## config.mk

```make
export PLATFORM = sky130hd
export DESIGN_NAME = wb_host_master
export DESIGN_NICKNAME = d
export VERILOG_FILES = /design/src/rtl/wb_host_master.sv
export SDC_FILE = /design/constraint.sdc
export NUM_CORES = 1
export LEC_CHECK = 0
export BUFFER_PORTS_ARGS = -buffer_cell sky130_fd_sc_hd__buf_4
export CAP_MARGIN = 20
export CORE_UTILIZATION = 25
export CTS_CLUSTER_DIAMETER = 120
export DETAILED_ROUTE_END_ITERATION = 6
export GPL_TIMING_DRIVEN = 1
export RECOVER_POWER = 25
export SYNTH_ARGS = -nofsm -noshare
export SYNTH_HDL_FRONTEND = slang
export SYNTH_SLANG_ARGS = --single-unit
```

## constraint.sdc

```tcl
create_clock -name wb_clk_i -period 3.04 [get_ports wb_clk_i]
set_input_delay 0.152 -clock wb_clk_i [delete_from_list [all_inputs] [get_ports wb_clk_i]]
set_output_delay 0.152 -clock wb_clk_i [all_outputs]
set_load 0.01 [all_outputs]
```

## src/rtl/wb_host_master.sv

```systemverilog
// Wishbone classic (B4) single-outstanding initiator: turns a valid/ready command
// stream into bus cycles and returns one response per command, with a wait-cycle abort.
module wb_host_master #(
    parameter int unsigned TIMEOUT = 255,
    parameter int unsigned TW      = 16
) (
    input  logic        wb_clk_i,
    input  logic        wb_rst_ni,

    input  logic        cmd_valid,
    output logic        cmd_ready,
    input  logic        cmd_we,
    input  logic [31:0] cmd_adr,
    input  logic [31:0] cmd_dat,
    input  logic [3:0]  cmd_sel,

    output logic        rsp_valid,
    input  logic        rsp_ready,
    output logic [31:0] rsp_dat,
    output logic        rsp_err,

    output logic        wbm_cyc_o,
    output logic        wbm_stb_o,
    output logic        wbm_we_o,
    output logic [31:0] wbm_adr_o,
    output logic [31:0] wbm_dat_o,
    output logic [3:0]  wbm_sel_o,
    input  logic [31:0] wbm_dat_i,
    input  logic        wbm_ack_i
);

    typedef enum logic [1:0] {
        IDLE = 2'd0,
        BUS  = 2'd1,
        RESP = 2'd2
    } state_t;

    localparam logic [TW-1:0] LAST_WAIT = TW'(TIMEOUT - 1);

    state_t        state_q, state_d;
    logic [TW-1:0] wait_cnt_q;
    logic          cmd_fire;
    logic          bus_ack;
    logic          bus_timeout;

    assign cmd_fire    = (state_q == IDLE) && cmd_valid;
    assign bus_ack     = (state_q == BUS) && wbm_ack_i;
    // An ack arriving on the final wait cycle still completes the transfer normally.
    assign bus_timeout = (state_q == BUS) && !wbm_ack_i && (wait_cnt_q == LAST_WAIT);

    // NOTE: every output of this block gets a default first so no path can infer a latch.
    always_comb begin
        state_d   = state_q;
        cmd_ready = 1'b0;
        wbm_cyc_o = 1'b0;
        wbm_stb_o = 1'b0;
        rsp_valid = 1'b0;
        case (state_q)
            IDLE: begin
                cmd_ready = 1'b1;
                if (cmd_valid) begin
                    state_d = BUS;
                end
            end
            BUS: begin
                wbm_cyc_o = 1'b1;
                wbm_stb_o = 1'b1;
                if (bus_ack || bus_timeout) begin
                    state_d = RESP;
                end
            end
            RESP: begin
                rsp_valid = 1'b1;
                if (rsp_ready) begin
                    state_d = IDLE;
                end
            end
            default: state_d = IDLE;
        endcase
    end

    // NOTE: sequential state uses non-blocking assignments so every register samples pre-edge values.
    always_ff @(posedge wb_clk_i) begin
        if (!wb_rst_ni) begin
            state_q    <= IDLE;
            wait_cnt_q <= '0;
            wbm_we_o   <= 1'b0;
            wbm_adr_o  <= '0;
            wbm_dat_o  <= '0;
            wbm_sel_o  <= '0;
            rsp_dat    <= '0;
            rsp_err    <= 1'b0;
        end else begin
            state_q <= state_d;
            if (cmd_fire) begin
                wbm_we_o   <= cmd_we;
                wbm_adr_o  <= cmd_adr;
                wbm_dat_o  <= cmd_dat;
                wbm_sel_o  <= cmd_sel;
                wait_cnt_q <= '0;
            end
            // Response fields change only when leaving BUS, so they hold through RESP.
            if (bus_ack) begin
                rsp_dat <= wbm_we_o ? 32'd0 : wbm_dat_i;
                rsp_err <= 1'b0;
            end else if (bus_timeout) begin
                rsp_dat <= 32'd0;
                rsp_err <= 1'b1;
            end else if (state_q == BUS) begin
                wait_cnt_q <= wait_cnt_q + 1'b1;
            end
        end
    end

endmodule

```

==> run summary, run 1 <==
The run finished with clean final reports. Synthesis handed over a netlist of 484 instances. Cell at the root of the clock tree: sky130_fd_sc_hd__clkbuf_16. The tools report the global routing usage summed across all routing layers as 0.153. After synthesis, the largest family of logic cells by area is compound AO/OA/AOI/OAI gates. The run gives 21800 µm as the global-route wire length before repair. The first detailed-routing pass ran for 4 iterations.

Synthesis produced a netlist with a net count of 592. For the final critical-path setup slack, the log shows 795 ps. The run gives 0 as the max-capacitance violation count. Adder and majority gate portion of the synthesized area: 0.00573. After detailed routing, the average wire length per cell comes to 13.7 µm. Number of buffers inserted during clock tree synthesis: 17.

The die covers 0.0180 mm². Required time at the endpoint of the critical path: 3340 ps. In this run, distinct cell masters in the synthesized netlist total 42.

The start of the worst register-to-register path is wait_cnt_q[0]$_SDFF_PN0_. VDD sags by at most 394 µV. The run gives 0 as the total count of hold-check failures in the final report.

The congestion estimate from routability-driven global placement came to 0.722. The most critical setup path has its startpoint at wait_cnt_q[0]$_SDFF_PN0_. The via density per instance works out to 4.55. The part of the cycle the worst path needs was 0.738; the final sum of negative setup slack was 0 ps. The number of antenna violations at the first check in global routing was 0; the arrival time reported for the critical path endpoint was 2540 ps. The width of the chip came out at 134 µm.

The detailed router finished its first iteration with 150 violations. The smallest clock period supported by the final layout is computed as 2240 ps. The worst slew margin relative to its limit was 0.486. The share of the synthesized netlist area taken by xor and xnor gates came out at 0.00201. In the routed design, unresolved DRC markers number 0. Endpoint class of the critical path: a flop. The logs give 0 for the total congestion overflow after global routing and 0 for the number of pins exceeding their max-slew limit in the final report. The worst-case clock buffer depth was 2; the fraction of the mapped netlist area in simple logic gates was 0.196. After clock tree synthesis, the setup repair step added 0 buffers. The origin of the worst min-delay path is wb_rst_ni. In this run the count of I/O pins placed on the die edge is 212. Timing analysis after detailed placement gives a worst setup slack of 783 ps. Wire length after detailed routing: 14000 µm. Entering global routing, the biggest net connects 63 pins. The Yosys step of the flow raised 0 warnings. The run gives 0 as the number of antenna-violating nets in the routed design.

TritonCTS built the clock tree. The initial core utilization is 0.260. Complex-gate fraction of the synthesized area: 0.203. Top cell type's share of synthesized area: 0.550. In this run the core area contains 47 standard-cell rows. The repair_antennas step left the layout with diodes totalling 0. Each instance of the synthesized netlist takes up on average 9.02 µm².

The critical path class is flop to flop. For the worst-skew pair, the clock arrives at the later sink with an insertion delay of 420 ps. Setup repair after global routing left no endpoint under its margin. The height of the chip is 134 µm, and the register area share after synthesis is 0.550. The final-stage net count was 896; the via count of the first global-routing pass was 4491.

Dominant register cell in the synthesized netlist: sky130_fd_sc_hd__dfxtp_1. The maximum fanout along the worst path is 15, and the total standard cell area after synthesis is 0.00437 mm². The power per unit of standard cell area was 570 mW/mm²; the number of enable flip-flop cells after synthesis was 0.

The core region is 0.0168 mm². The clock input transition at the sequential cells of the worst setup and hold paths came out at 60 ps. The post-synthesis async set-or-reset flop share is 0, and the number of levels in the clock H-tree is 4. The static power due to leakage was 0.00310 µW.

From synthesis to final layout, the design area changed by 72.5%. Sorting the synthesized cells by how often they occur yields 147 x sky130_fd_sc_hd__nand2_1, 120 x sky130_fd_sc_hd__dfxtp_1, 76 x sky130_fd_sc_hd__a21oi_1. The min-delay analysis places its worst path in the category input pin to flop.

The detailed router placed 4643 vias in this run. The startpoint kind of the worst setup timing path was a flop. The post-synthesis sequential element count was 120; the actual transition at the worst max-transition pin was 765 ps. The number of port buffers came out at 211. In the post-synthesis netlist, the cell with the most instances is sky130_fd_sc_hd__nand2_1. Yosys attributes the largest share of cell area to sky130_fd_sc_hd__dfxtp_1 55%, sky130_fd_sc_hd__nand2_1 13%, sky130_fd_sc_hd__a21oi_1 8.7%. The fraction of final layout cells with drive strength greater than 1 was 0.253; the achievable frequency was 0.445 GHz. The post-cts resize count was 0; the share of synthesized area spent on multiplexers was 0.00229.

Setup violations remaining at the end of the flow were counted as 0. For this design, the CTS-stage hold fixing added 102 buffers. CTS saw 120 sinks. The biggest area contributor in the post-synthesis netlist is sky130_fd_sc_hd__dfxtp_1. The half-perimeter wire length of the detailed placement result was 8550 µm. For the final setup skew, the log shows 15.2 ps.
[metrics by stage]
step,util,power [µW],area [µm²],hold slack [ps],cells
after global placement,0.365,2240,6130,368,887
after CTS,0.460,4380,7740,48.0,1021
after floorplan,-,1950,4370,285,484
after detailed placement,0.365,2240,6130,374,887
final,0.448,4290,7530,70.9,1021
after global routing,0.448,4480,7530,66.0,1021
[cell type report]
class                   instances  area [µm²]
repair buffers                319        2450
inverters                       3        11.3
clock buffers                  19         433
fillers                      1654        9290
well taps                     220         275
clock inverters                13         155
multi-input cells             327        1800
flip-flops and latches        120        2400
[worst max-delay path, cell delays in order (launching register included)]
cell and delay (ps):
sky130_fd_sc_hd__dfxtp_1 340, sky130_fd_sc_hd__inv_1 90, sky130_fd_sc_hd__ha_1 130, sky130_fd_sc_hd__or4b_4 500, sky130_fd_sc_hd__nor4_4 730, sky130_fd_sc_hd__nor2_1 140
sky130_fd_sc_hd__o21a_1 200
[logic make-up after synthesis]
family                     Yosys count
xor gates and xnor gates             1
buffers and inverters               37
muxes                                1
and+or+nand+nor                    188
AOI/OAI and AO/OA                  135
adders and majority gates            2
DFF                                120
[power by group]
group          switching, µW  total, µW  internal (µW)
registers               44.0       1700           1660
logic                    274        578            304
clock network            733       2020           1280
total                   1050       4290           3240
[flip-flops by register name (all words and copies together), names as in the netlist]
signal	cells
wbm_we_o	1
wbm_adr_o	32
rsp_dat	32
state_q	2
wait_cnt_q	16
wbm_dat_o	32
wbm_sel_o	4
rsp_err	1
[path summary, 6_finish.rpt]
kind | cells past startpoint | slack [ps] | end
max | 6 | 800 | state_q[0]$_SDFFE_PN0P_
min | 3 | 70 | rsp_err$_SDFFE_PP0P_
max reg2reg | 6 | 800 | state_q[0]$_SDFFE_PN0P_
min reg2reg | 2 | 450 | wbm_dat_o[10]$_SDFFE_PN0P_
[cell usage in the layout, fill, tap and decap left out, types with 3 or more instances in the layout]
master	n
sky130_fd_sc_hd__clkbuf_16	17
sky130_fd_sc_hd__dlygate4sd3_1	102
sky130_fd_sc_hd__a22o_1	32
sky130_fd_sc_hd__clkinv_2	6
sky130_fd_sc_hd__o41ai_1	7
sky130_fd_sc_hd__and4_1	3
sky130_fd_sc_hd__o2111ai_1	8
sky130_fd_sc_hd__nand2_1	147
sky130_fd_sc_hd__or4_1	3
sky130_fd_sc_hd__a21oi_1	76
sky130_fd_sc_hd__bufinv_16	3
sky130_fd_sc_hd__nand4_1	5
sky130_fd_sc_hd__nand3_1	5
sky130_fd_sc_hd__clkinv_4	4
sky130_fd_sc_hd__nor2_1	4
sky130_fd_sc_hd__nand2b_1	5
sky130_fd_sc_hd__buf_4	160
sky130_fd_sc_hd__clkbuf_1	58
sky130_fd_sc_hd__dfxtp_1	120
[layer usage]
metal  track usage  vias up  share of wire
met5             0        -              0
met4        0.0568        0          0.017
met3        0.0642       20          0.084
met2         0.249      183           0.47
met1         0.177     2144           0.43
li1              -     2296              -
No activity file was read; power rests on OpenSTA's default activity.
==> run 2: changes to the inputs <==
--- a/config.mk
+++ b/config.mk
@@ -5,6 +5,7 @@
 export SDC_FILE = /design/constraint.sdc
 export NUM_CORES = 1
 export LEC_CHECK = 0
+export ABC_AREA = 1
 export BUFFER_PORTS_ARGS = -buffer_cell sky130_fd_sc_hd__buf_4
 export CAP_MARGIN = 20
 export CORE_UTILIZATION = 25
==> constraint.sdc (replaced) <==
create_clock -name wb_clk_i -period 1.95 [get_ports wb_clk_i]
set_input_delay 0.0975 -clock wb_clk_i [delete_from_list [all_inputs] [get_ports wb_clk_i]]
set_output_delay 0.0975 -clock wb_clk_i [all_outputs]
set_load 0.01 [all_outputs]
==> run 2 against run 1 <==
Effect of this change: the run now ends with design-rule violations left; clock power is 61% higher; critical path depth is 6 higher; non-clock buffer count is 3 higher; via count is 10% higher; utilization is 1.4 points lower; synthesized area is 7.1% higher; register-to-register slack worse by 470 ps; first-iteration DRC count is 64% higher; clock skew is 8.4 ps lower; largest cell class unchanged.
==> run summary, run 2 <==
The run finished, with violations left. The detail-routed net length per standard cell was 13.0 µm (-5.3%); the worst-case clock buffer depth was 2 (unchanged). By instance count, the cell type seen most on the critical path is sky130_fd_sc_hd__nand2_1.

Ranked by instance count, the synthesized netlist is headed by 171 x sky130_fd_sc_hd__nor2_1, 120 x sky130_fd_sc_hd__dfxtp_1, 79 x sky130_fd_sc_hd__o21ai_0. The critical path in this run is classified as flop to flop. The count of boundary I/O pins came out at 212 (unchanged). Number of buffers added for setup after CTS: 0 (unchanged). Launch point of the worst path: wait_cnt_q[0]$_SDFF_PN0_. Power per unit of standard cell area: 884 mW/mm² (+55%). The run gives 0.258 (-0.00191) as the initial core utilization. The critical path goes through inv_1 -> ha_1 -> inv_1 -> nor2_1 -> nand2_1 -> nor2_2 -> nand3_4 -> nand2_4 -> inv_2 -> nand2_1 -> nand2_1 -> a21oi_1.

Minimum period implied by the final worst setup slack: 1620 ps (-624 ps). On the critical path, the stage with the largest delay is an instance of sky130_fd_sc_hd__dfxtp_1. The worst hold path belongs to the class input pin to flop.

The endpoint class of the critical path was a flop. Site row count: 49 (+4.3%). Grouping stages by cell kind, the critical path spends the most delay in simple AND/OR/NAND/NOR gates. Setup repair after global routing left no endpoint under its margin.

The logs give 731 (+23%) for the post-synthesis net count and 0 (unchanged) for the total count of hold-check failures in the final report. The per-instance average area after synthesis was 7.51 µm² (-17%); the number of port buffers was 211 (unchanged). The global routing usage summed across all routing layers is 0.158 (+0.00533). The tools report the via count of the first global-routing pass as 5031 (+12%).

The startpoint identified for the worst register-to-register timing path is wait_cnt_q[0]$_SDFF_PN0_. The clock latency on the worst-skew pair is 410 ps (about the same). The run gives 2280 ps (-1060 ps) as the required time at the endpoint of the critical path. The width of the chip is 139 µm (+3.4%), and the unique cell type count in the Yosys netlist is 26 (-38%). Sorting the synthesized cells by area gives the leading types as sky130_fd_sc_hd__dfxtp_1 51%, sky130_fd_sc_hd__nor2_1 14%, sky130_fd_sc_hd__o21ai_0 8.5%. The post-cts resize count came out at 0 (unchanged). The Yosys warning count is 0 (unchanged). The height of the chip works out to 139 µm (+3.4%). The final reports fail on design-rule violations. The run gives 330 ps (-470 ps) as the flop-to-flop setup slack. The top cell type by total area after synthesis was sky130_fd_sc_hd__dfxtp_1. The post-synthesis sequential element count was 120 (unchanged); the total via count after detailed routing was 5122 (+10%). For the number of antenna-violating nets in the routed design, the log shows 0 (unchanged). The logs give 13 (+13) for the DRC violation count after routing and 120 (unchanged) for the total number of clock tree sinks. The peak supply drop was 726 µV (+84%). The startpoint kind of the worst setup timing path was a flop. The number of buffers inserted during clock tree synthesis was 17 (unchanged); the maximum fanout along the worst path was 15 (unchanged). The number of antenna violations at the first check in global routing is 1 (+1), and the register area share after synthesis is 0.514 (-0.0365).

The tools report the cell at the root of the clock tree as sky130_fd_sc_hd__clkbuf_16. The wire length after detailed routing came out at 15200 µm (+8.3%). In the layout the commonest cells are 171 x sky130_fd_sc_hd__nor2_1, 162 x sky130_fd_sc_hd__buf_4, 120 x sky130_fd_sc_hd__dfxtp_1, 101 x sky130_fd_sc_hd__dlygate4sd3_1, 79 x sky130_fd_sc_hd__o21ai_0. The top cell type's share of synthesized area works out to 0.514 (-0.0365). The final sum of negative setup slack came out at 0 ps (unchanged).

The total buffers and inverters traversed by the critical path came out at 3 (+2). The run gives 24500 µm (+12%) as the global-route wire length before repair. The run gives 50.5 ps (-20.4 ps) as the worst hold slack across all endpoints. Most common cell after layout, fill and taps aside: sky130_fd_sc_hd__nor2_1.

Via density per instance: 4.39 (-3.6%). TritonCTS built the clock tree. The clock input transition at the sequential cells of the worst setup and hold paths was 50 ps (about the same). Dominant register cell in the synthesized netlist: sky130_fd_sc_hd__dfxtp_1. Fraction of final layout cells with drive strength greater than 1: 0.229 (-0.0242). The DRC marker count from the first detailed-route iteration was 246 (+64%); the number of levels in the clock H-tree was 4 (unchanged). The origin of the worst min-delay path is rsp_ready. The logs give 1033 (+15%) for the final-stage net count and 0.0181 mm² (+7.9%) for the placeable core area. The part of the cycle the worst path needs was 0.831 (+0.0928).

The run gives 7 (+3) as the first-pass iteration count of the detailed router. The total congestion overflow after global routing was 0 (unchanged); the half-perimeter wire length of the detailed placement result was 9260 µm (+8.4%). The actual transition at the worst max-transition pin was 715 ps (-50.7 ps). The number of setup violations in the final report is 0 (unchanged), and the total standard cell area after synthesis is 0.00468 mm² (+7.1%). The worst slew margin relative to its limit is 0.524 (+0.0376). The static power due to leakage was 0.00331 µW (+6.7%); the arrival time reported for the critical path endpoint was 1950 ps (-590 ps). The routability congestion estimate from global placement came out at 0.816 (+13%). The largest stage delay on the critical path is 350 ps (-380 ps), and the number of enable flip-flop cells after synthesis is 0 (unchanged). The largest registers in the layout are rsp_dat (32), wbm_adr_o (32), wbm_dat_o (32). The logs give 0 (unchanged) for the max-capacitance violation count and 623 (+29%) for the cell count after synthesis. The post-synthesis async set-or-reset flop share is 0 (unchanged), and the achievable frequency is 0.617 GHz (+38%).

For the number of hold buffers added after CTS, the log shows 101 (-0.98%). The maximum number of pins on one net before global-route repair is 76 (+21%), and the layout overhead on the synthesized area is 68.5%. The floorplan die area is 0.0193 mm² (+7.0%). Among all cell types in the netlist, the one instantiated most often is sky130_fd_sc_hd__nor2_1. The logs give 6.82 ps (-8.40 ps) for the final setup skew and 0 (unchanged) for the number of pins exceeding their max-slew limit in the final report.
-- run 2: changes by cell type after synthesis, sizes merged, moves of 26 or more --
cell   change
o21ai     +78
nand2     -74
nand3     +39
inv       +26
a22o      -32
nor2     +174
a21oi     -33
-- run 2: cell families after synthesis --
| kind of cell | count (synthesis) | share of synthesized area |
|---|---|---|
| buffers and inverters | 68 | 0.0663 |
| adders and majority gates | 2 | 0.00535 |
| DFF | 120 | 0.514 |
| and+or+nand+nor | 307 | 0.279 |
| AOI/OAI and AO/OA | 126 | 0.135 |
-- run 2: power breakdown --
part / switching (µW) / internal (µW) / leakage, µW
Sequential: 85.1 / 2610 / 0.000985
Combinational: 504 / 519 / 0.00202
Clock: 1140 / 2110 / 0.000299
Total: 1730 / 5240 / 0.00331
-- run 2: final cells by class --
cell class                      count  area (µm²)
Timing Repair Buffer              322        2500
Sequential cell                   120        2400
Inverter                           29         109
Clock inverter                     11         146
Multi-Input combinational cell    435        1960
Tap cell                          229         287
Fill cell                        1855       10300
Clock buffer                       21         470
Antenna cell                        1        2.50
-- run 2: worst register-to-register path: cells and delay by family, from the launching register on --
kind	cells	cell delay [ps]
simple gates	7	690
flops	1	350
buf+inv	3	250
fa+ha+maj	1	150
compound gates	1	120
-- run 2: worst paths after layout --
check                             end  depth (start not counted)
max          wait_cnt_q[3]$_SDFF_PN0_                         12
min           state_q[1]$_SDFFE_PN0P_                          4
min reg2reg      rsp_err$_SDFFE_PP0P_                          2
max reg2reg  wait_cnt_q[3]$_SDFF_PN0_                         12
-- run 2: metrics by stage --
step | setup slack (ps) | cell area, µm² | power (µW) | instances | utilization
after floorplan | 518 | 4680 | 3160 | 623 | -
after global placement | 395 | 6460 | 3660 | 1034 | 0.356
after detailed placement | 344 | 6460 | 3670 | 1034 | 0.356
after CTS | 325 | 8090 | 7120 | 1167 | 0.446
after global routing | 146 | 7880 | 7290 | 1168 | 0.434
final | 329 | 7880 | 6970 | 1168 | 0.434
-- run 2: per-layer routing --
metal  routed length (µm)  track usage
met3                 1150       0.0584
met5                    0            0
met4                  274       0.0573
met1                 6510        0.182
met2                 7220        0.267
==> run 3: changes to the inputs <==
==> constraint.sdc (replaced) <==
create_clock -name wb_clk_i -period 1.4 [get_ports wb_clk_i]
set_input_delay 0.07 -clock wb_clk_i [delete_from_list [all_inputs] [get_ports wb_clk_i]]
set_output_delay 0.07 -clock wb_clk_i [all_outputs]
set_load 0.01 [all_outputs]
==> run 3 against run 2 <==
Effect of this change: the run ends with design-rule violations, negative setup slack left; clock skew is 14 ps higher; power grew 39%; clock-buffer cell count unchanged; critical path type unchanged; critical endpoint unchanged; largest power group unchanged; highest routed layer unchanged.
==> run summary, run 3 (synthesis gave the netlist of run 2 again) <==
The tools report the achievable frequency as 0.663 GHz (+7.4%). The peak supply drop is 1050 µV (+45%), and the DRC marker count from the first detailed-route iteration is 213 (-13%). The tools report the number of antenna-violating nets in the routed design as 0 (unchanged). Number of port buffers: 211 (unchanged).

The largest registers in the layout are rsp_dat (32), wbm_adr_o (32), wbm_dat_o (32). The worst slew margin relative to its limit came out at 0.696 (+0.173). Traced cell by cell, the critical path runs through inv_2 -> ha_4 -> inv_2 -> nor2_2 -> nand2_2 -> nor2_4 -> nand3_4 -> nand2_8 -> inv_8 -> nand2_4 -> nand2_2 -> a21oi_2. Static power due to leakage: 0.00355 µW (+7.2%). TritonCTS built the clock tree. STA classifies the critical path startpoint as a flop. The run gives 9570 µm (+3.3%) as the half-perimeter wire length of the detailed placement result. The first-pass iteration count of the detailed router was 7 (unchanged); the wire length after detailed routing was 16200 µm (+6.6%). The run gives 0 (unchanged) as the total count of hold-check failures in the final report.

Maximum number of pins on one net before global-route repair: 76 (unchanged). The part of the cycle the worst path needs is 1.08 (+0.247). Minimum period implied by the final worst setup slack: 1510 ps (-112 ps). The endpoint class of the critical path is a flop. The largest stage delay on the critical path is 320 ps (-30 ps), and the maximum fanout along the worst path is 7 (-8).

The initial core utilization came out at 0.258 (unchanged). The min-delay analysis places its worst path in the category input pin to flop. Required time at the endpoint of the critical path: 1750 ps (-530 ps). The tools report the via count of the first global-routing pass as 5273 (+4.8%). The number of buffers inserted during clock tree synthesis is 17 (unchanged). The checks that failed: design-rule violations, negative setup slack.

The routability congestion estimate from global placement came out at 0.757 (-7.2%). The tools report the clock latency on the worst-skew pair as 420 ps (about the same). The DRC violation count after routing is 13 (unchanged), and the power per unit of standard cell area is 1150 mW/mm² (+30%). The total buffers and inverters traversed by the critical path was 3 (unchanged). For the total number of clock tree sinks, the log shows 120 (unchanged). The logs give 25000 µm (+2.3%) for the global-route wire length before repair and 51 (+51) for the number of setup violations in the final report. The actual transition at the worst max-transition pin came out at 455 ps (-259 ps). The number of pins exceeding their max-slew limit in the final report is 0 (unchanged). The tools report the total via count after detailed routing as 5320 (+3.9%).

The number of placed cells counting well taps came out at 1055 (+2.0%). The detail-routed net length per standard cell works out to 13.5 µm (+4.3%). The number of levels in the clock H-tree is 4 (unchanged), and the power after layout is 9720 µW (+39%).

The clock input transition at the sequential cells of the worst setup and hold paths is 60 ps (about the same), and the antenna diode count is 0 (-1). The critical path's top delay family was simple AND/OR/NAND/NOR gates. The layout overhead on the synthesized area works out to 80.3%.

The worst-case clock buffer depth is 2 (unchanged). The top cell types in the final layout, fill and taps aside, are 192 x sky130_fd_sc_hd__buf_4, 167 x sky130_fd_sc_hd__nor2_1, 118 x sky130_fd_sc_hd__dfxtp_1, 100 x sky130_fd_sc_hd__dlygate4sd3_1, 71 x sky130_fd_sc_hd__o21ai_0. The tools report the total congestion overflow after global routing as 0 (unchanged). The placeable core area was 0.0181 mm² (unchanged); the via density per instance was 4.46 (+1.6%).

The slowest cell on the critical path was sky130_fd_sc_hd__dfxtp_2. Site row count: 49 (unchanged). The final critical-path setup slack was -109 ps (-438 ps); the final-stage net count was 1062 (+2.8%). The final setup skew came out at 20.9 ps (+14.1 ps). The run gives 1850 ps (-100 ps) as the arrival time reported for the critical path endpoint. Floorplan die area: 0.0193 mm² (unchanged). For the global routing usage summed across all routing layers, the log shows 0.162 (+0.00407).

Leaving out fill and tap cells, the most frequent cell in the layout is sky130_fd_sc_hd__buf_4. The tools report the cell at the root of the clock tree as sky130_fd_sc_hd__clkbuf_16. The tools report the max-capacitance violation count as 0 (unchanged).

The run finished, with violations left. Width of the chip: 139 µm (unchanged). The fraction of final layout cells with drive strength greater than 1 works out to 0.299 (+0.0703). Setup repair after global routing could not meet its margin everywhere.

For the count of boundary I/O pins, the log shows 212 (unchanged). Height of the chip: 139 µm (unchanged). The final cell count without fillers came out at 1194 (+2.2%). The critical path class was flop to flop.

The number of antenna violations at the first check in global routing is 0 (-1).
run 3: cell count changes in the layout (fill, tap and decap cells not counted), sizes merged:
| cell | before | now |
|---|---|---|
| dlygate4sd3 | 101 | 100 |
| diode | 1 | 0 |
| clkinv | 6 | 4 |
| clkbuf | 77 | 67 |
| nand3 | 44 | 45 |
| nand2 | 73 | 74 |
| buf | 165 | 203 |
run 3: worst paths after layout:
path                                     end  slack (ps)                     start  cells past startpoint
setup / recovery    wait_cnt_q[3]$_SDFF_PN0_        -110  wait_cnt_q[0]$_SDFF_PN0_                     12
hold / removal    wbm_dat_o[16]$_SDFFE_PN0P_          50               cmd_dat[16]                      4
setup reg to reg    wait_cnt_q[3]$_SDFF_PN0_        -110  wait_cnt_q[0]$_SDFF_PN0_                     12
hold reg to reg         rsp_err$_SDFFE_PP0P_         450      rsp_err$_SDFFE_PP0P_                      2
run 3: report_power, final:
| part | leakage [µW] | switching (µW) | internal [µW] | total (µW) |
|---|---|---|---|---|
| clock | 0.000285 | 1530 | 2860 | 4380 |
| combinational | 0.00228 | 754 | 818 | 1570 |
| sequential | 0.000986 | 121 | 3640 | 3760 |
run 3: cell type report:
cell class / count / area [µm²]
sequential: 120 / 2400
fill: 1768 / 9720
clock inverter: 9 / 125
inverter: 29 / 121
tap: 229 / 287
multi-input combinational: 437 / 2170
timing repair buffer: 349 / 2860
clock buffer: 21 / 460
run 3: metrics by stage:
step                      setup TNS, ps  instance area (µm²)  worst slack [ps]  hold slack [ps]   util
after detailed placement          -2810                 6660              -136              325  0.367
final                             -4050                 8430              -109             46.0  0.465
after global routing              -7800                 8430              -197             56.6  0.465
after CTS                         -2950                 8280              -118             27.7  0.456
after global placement            -2320                 6660              -123              320  0.367
after floorplan                  -0.766                 4680            -0.401              217      -
run 3: repair_timing:
| action | 4_1_cts | 5_1_grt |
|---|---|---|
| hold buffers | 100 | 0 |
| endpoints found under the setup margin | 50 | 59 |
| endpoints found under the hold margin | 100 | 0 |
| pin swaps | 2 | 5 |
| resized for setup | 10 | 50 |
| buffers inserted | 2 | 2 |
| gates cloned | 0 | 5 |
run 3: tightest hold or removal path: cells and delay by family:
| family | cells | cell delay (ps) |
|---|---|---|
| and+or+nand+nor | 1 | 70 |
| buffers and inverters | 2 | 210 |
| AOI/OAI and AO/OA | 1 | 70 |
run 3: routing by layer:
metal  part of all wire  wire (µm)  up-vias  global-route usage
met3              0.067       1080       27              0.0532
li1                   -          -     2682                   -
met2               0.49       7870      183               0.287
met5                  0          0        -                   0
met4              0.020        322        0              0.0632
met1               0.43       6890     2428               0.179
